File: src/rtl/div_pkg.sv
// div_pkg: shared types and widths for the sequential restoring divider.
package div_pkg;
    localparam int DIVIDEND_W = 16;
    localparam int DIVISOR_W = 8;
    localparam int REM_W = DIVISOR_W + 1;
    typedef enum logic [1:0] {IDLE, RUN, DONE} state_t;
    typedef struct packed {
        logic [DIVIDEND_W-1:0] dividend;
        logic [DIVISOR_W-1:0] divisor;
    } operand_t;
    typedef struct packed {
        logic [DIVIDEND_W-1:0] quotient;
        logic [DIVISOR_W-1:0] remainder;
        logic div_by_zero;
    } result_t;
    function automatic int cnt_w(input int n);
        return n > 1 ? $clog2(n) : 1;
    endfunction
endpackage

File: src/rtl/div_step.sv
// div_step: one restoring subtract-and-select step of the divider.
module div_step #(
    parameter int DIVISORLEN = div_pkg::DIVISOR_W
) (
    input  logic [DIVISORLEN-1:0] r,
    input  logic                  din,
    input  logic [DIVISORLEN-1:0] d,
    output logic [DIVISORLEN-1:0] r_next,
    output logic                  qbit
);
    logic [DIVISORLEN:0] t;
    assign t = {r, din};
    assign qbit = t >= {1'b0, d};
    // The difference is always below d, so it fits the narrow remainder.
    assign r_next = qbit ? DIVISORLEN'(t - {1'b0, d}) : DIVISORLEN'(t);
endmodule

File: src/rtl/div_seq_ctrl.sv
// div_seq_ctrl: iterative divider, one quotient bit per clock, valid/ready on both sides.
// Optional DIV_ZERO_CHECK_EN short-circuits a zero divisor straight to DONE with div_by_zero set.
module div_seq_ctrl
    import div_pkg::*;
#(
    parameter int DIVIDENDLEN = DIVIDEND_W,
    parameter int DIVISORLEN = DIVISOR_W
) (
    input  logic                   clk,
    input  logic                   reset,
    input  logic                   in_valid,
    output logic                   in_ready,
    input  logic [DIVIDENDLEN-1:0] dividend,
    input  logic [DIVISORLEN-1:0]  divisor,
    output logic                   out_valid,
    input  logic                   out_ready,
    output logic [DIVIDENDLEN-1:0] quotient,
    output logic [DIVISORLEN-1:0]  remainder,
    output logic                   div_by_zero
);
    localparam int CW = cnt_w(DIVIDENDLEN);
    state_t state;
    logic [DIVIDENDLEN-1:0] q;
    logic [DIVISORLEN-1:0] r, d, r_next;
    logic [CW-1:0] count;
    logic qbit;
    div_step #(.DIVISORLEN(DIVISORLEN)) u_step (
        .r(r),
        .din(q[DIVIDENDLEN-1]),
        .d(d),
        .r_next(r_next),
        .qbit(qbit)
    );
    assign quotient = q;
    assign remainder = r;
`ifndef DIV_ZERO_CHECK_EN
    assign div_by_zero = 1'b0;
`endif
    always_ff @(posedge clk) begin
        if (reset) begin
            state <= IDLE;
            in_ready <= 1'b1;
            out_valid <= 1'b0;
            q <= '0;
            r <= '0;
            d <= '0;
            count <= '0;
`ifdef DIV_ZERO_CHECK_EN
            div_by_zero <= 1'b0;
`endif
        end else begin
            case (state)
                IDLE: if (in_valid) begin
                    in_ready <= 1'b0;
`ifdef DIV_ZERO_CHECK_EN
                    if (divisor == '0) begin
                        q <= '1;
                        r <= dividend[DIVISORLEN-1:0];
                        div_by_zero <= 1'b1;
                        out_valid <= 1'b1;
                        state <= DONE;
                    end else
`endif
                    begin
                        q <= dividend;
                        r <= '0;
                        d <= divisor;
                        count <= CW'(DIVIDENDLEN - 1);
                        state <= RUN;
                    end
                end
                RUN: begin
                    q <= {q[DIVIDENDLEN-2:0], qbit};
                    r <= r_next;
                    if (count == '0) begin
                        state <= DONE;
                        out_valid <= 1'b1;
                    end else count <= count - 1'b1;
                end
                DONE: if (out_ready) begin
                    state <= IDLE;
                    out_valid <= 1'b0;
                    in_ready <= 1'b1;
`ifdef DIV_ZERO_CHECK_EN
                    div_by_zero <= 1'b0;
`endif
                end
                default: state <= IDLE;
            endcase
        end
    end
endmodule

File: config.mk
export PLATFORM = sky130hd
export DESIGN_NAME = div_seq_ctrl
export DESIGN_NICKNAME = d
export VERILOG_FILES = /design/src/rtl/div_pkg.sv /design/src/rtl/div_step.sv /design/src/rtl/div_seq_ctrl.sv
export SDC_FILE = /design/constraint.sdc
export NUM_CORES = 1
export LEC_CHECK = 0
export CAP_MARGIN = 30
export CORE_AREA = 2 2 74 76
export DETAILED_ROUTE_END_ITERATION = 7
export DIE_AREA = 0 0 76 78
export GPL_TIMING_DRIVEN = 1
export PLACE_DENSITY = 0.83
export SLEW_MARGIN = 25
export SYNTH_ARGS = -nofsm -noshare
export SYNTH_HDL_FRONTEND = slang
export SYNTH_SLANG_ARGS = --single-unit
File: constraint.sdc
create_clock -name clk -period 1.93 [get_ports clk]
set_clock_uncertainty 0.05 [all_clocks]
set_input_delay 0.386 -clock clk [delete_from_list [all_inputs] [get_ports clk]]
set_output_delay 0.386 -clock clk [all_outputs]
set_load 0.05 [all_outputs]
==> results by group <==
Outcome
  • Status: completed

Timing
  • Final WS setup: 0.09660 ns
  • Fin crit period: 1.833 ns
  • Max Freq: 545.4 MHz
  • Final setup viols: 0
  • Worst slew margin: 61.04%
  • Slew Limit Fails: 0
  • Worst-Margin Slew: 0.5822 ns
  • Final Hold Viols: 0
  • Final Cycle Share: 94.99%

Route
  • Initial drt markers: 78
  • Via count: 2117
  • Antenna viol nets, final: 0
  • DRC Markers: 0
  • Avg WL per Cell: 13.51 um
  • DR pass1 iterations: 4
  • Drt total wl: 5513 um
  • Post-DR vias/cell: 5.189

Clock tree
  • TritonCTS Buffers: 5
  • Clock root buffer: clkbuf_8
  • CTS clk-pin slew, worst paths: 0.08 ns
  • H-tree lvl count: 2
  • Clock Latency Late Sink: 0.30 ns
  • CTS Buffer Depth: 2
  • Clock sink count: 40
  • CTS Hold Bufs: 0
  • CTS tree: yes

Flow run
  • Maxcap violations: 0

Floorplan
  • Die area: 5928 sq um
  • Row count: 26
  • Core area: 5042 sq um
  • Chip height: 78 um
  • Die width: 76 um
  • # IOs: 55
  • Initial Util: 42.93%

Yosys
  • Number of synthesized flops with an enable pin: 0
  • Post-synthesis mux area share: 2.312%
  • Post-synth top flop: dfxtp_1
  • Warnings, synthesis: 0
  • Ys async rst share: 0%
  • Post-Synthesis Net Count: 312
  • Fraction of the mapped netlist area in adder cells: 6.127%
  • Post-Synthesis Cells: 274
  • Syn avg cell area: 7.900 sq um
  • Flops & latches, synth: 40
  • Register area share after synthesis: 36.99%
  • Synth Area in Simple Gates: 25.32%
  • Main combinational cell family by area after synthesis: simple AND/OR/NAND/NOR gates
  • Synth Cell Area: 2165 sq um
  • Yosys cell types: 49
  • Compound-Gate Fraction of Synth Area: 19.42%
  • XOR/XNOR share of the synthesized area: 2.023%

Placed design
  • Routability cong.: 0.9214
  • Pre-CTS worst setup slack: -0.03561 ns
  • DP HPWL: 4036 um
  • Port Buffers: 53
  • Placed Cells: 398

Pwr
  • PwrDens: 1111 nW/um^2
  • VDD IR max: 0.0006095 V
  • Leakage: 0.001263 uW

Setup path
  • WS Path Type: reg2reg
  • Reg2Reg Depth: 7
  • Worst EP arrival: 2.00 ns
  • CP Data Required Time: 2.10 ns
  • R2R Path End: remainder[6]
  • CP Capture Type: flop
  • CP Max Fanout: 6
  • Element type at the critical path start: flop
  • R2r startpoint: d[3]
  • Worst R2R Setup Slack: 0.1 ns

Cells and area
  • Layout area overhead: 38.50%
  • Number of fill cells: 442
  • Commonest non-fill, non-tap cells in the layout: 60 x nand2_1, 46 x buf_4, 35 x nor2_1, 30 x dfxtp_1, 27 x clkdlybuf4s50_1
  • ANT cells: 0
  • Non-filler instance count after layout: 408
  • Layout cells sized above 1: 26.04%
  • Nets@finish: 375
  • Commonest non-fill, non-tap cell in the layout: nand2_1

Global routing
  • GRT overflow: 0
  • GRT Overall Usage: 19.00%
  • Pin count of the biggest net entering global routing: 26
  • Vias in the first global route: 1990
  • Initial antenna violation count: 0
  • First-pass GRT wire length: 9204 um

Min path
  • Worst min path class: reg2reg
  • WHS Endpoint: d[5]
  • Hold path startpoint: d[5]
  • Hold depth: 2
through the flow:
| step | setup TNS, ns | area [sq um] | total power, uW | utilization, % | hold slack [ns] |
|---|---|---|---|---|---|
| 2_1_floorplan | 0 | 2178 | 2071 | - | 0.3863 |
| 6_report | 0 | 2998 | 3331 | 59.45 | 0.4058 |
| 3_5_place_dp | -0.06821 | 2790 | 2502 | 55.34 | 0.3998 |
| 5_1_grt | -0.02743 | 2998 | 3522 | 59.45 | 0.4254 |
| 4_1_cts | 0 | 2913 | 3202 | 57.77 | 0.4086 |
| 3_3_place_gp | 0 | 2790 | 2464 | 55.34 | 0.3945 |
power breakdown:
| group | switching [uW] | internal (uW) |
|---|---|---|
| clock | 311 | 384 |
| sequential | 92.7 | 938 |
| combinational | 887 | 720 |
state kept, by name (all words and copies together) (netlist names):
register / cells
out_valid: 1
d: 8
quotient: 16
in_ready: 1
remainder: 8
count: 4
state: 2
per-layer routing:
| metal | up-vias | part of all wire (%) | wire [um] | global-route usage (%) |
|---|---|---|---|---|
| met3 | 13 | 3.5 | 194 | 2.791 |
| met2 | 46 | 51 | 2789 | 32.68 |
| li1 | 1065 | - | - | - |
| met5 | - | 0 | 0 | 0 |
| met1 | 993 | 43 | 2385 | 23.49 |
| met4 | 0 | 2.6 | 144 | 8.909 |
worst max path at each step:
stage	depth (start not counted)	endpoint	startpoint
final	7	remainder[6]	d[3]
after global routing	7	remainder[6]	d[3]
after CTS	7	remainder[7]	d[4]
after detailed placement	6	remainder[7]	remainder[5]
after global placement	6	remainder[7]	remainder[5]
after floorplan	8	remainder[1]	remainder[4]
critical path, cell delays in order, from the launching register on:
cell	delay [ns]
dfxtp_1	0.34
inv_1	0.05
ha_1	0.35
o21ai_1	0.18
a21oi_2	0.05
or4_1	0.39
and4_4	0.18
o31ai_2	0.15
synth_stat cells, drive strengths merged (2+ instances only):
cell type	n	share of area [%]
a211oi	2	0.69
a21o	2	0.75
a21oi	19	4.6
a22o	2	0.81
a311oi	16	6.5
buf	14	4.5
clkbuf	5	0.87
dfxtp	40	37
ha	9	5.2
inv	13	2.3
mux2i	5	2.3
nand2	60	10
nand2b	6	2.1
nand3	5	1.2
nor2	36	6.6
nor2b	4	1.2
nor3	3	0.69
nor3b	2	0.69
o21ai	6	1.4
or2	2	0.58
xor2	4	1.6
layout make-up:
cell class / instances / area [sq um] / area share [%]
clock buffer: 5 / 68.82 / 2.295
tap: 70 / 87.58 / 2.922
multi-input combinational: 202 / 1277 / 42.61
timing repair buffer: 75 / 655.6 / 21.87
clock inverter: 3 / 41.29 / 1.377
inverter: 13 / 48.80 / 1.628
sequential: 40 / 818.3 / 27.30
kinds of logic (layout without fill, tap and decap cells):
logic type | Yosys count | in the layout
flops | 40 | 40
xor+xnor | 5 | 5
simple gates | 123 | 123
fa+ha+maj | 10 | 10
compound gates | 58 | 58
mux | 5 | 5
buf+inv | 32 | 96
other cells | 1 | 1
what timing repair did:
action,in CTS,in global routing
pin swaps,1,3
gates resized for setup,4,15
setup endpoints to repair,2,6
setup buffers,0,2
No activity file was read; power rests on OpenSTA's default activity.
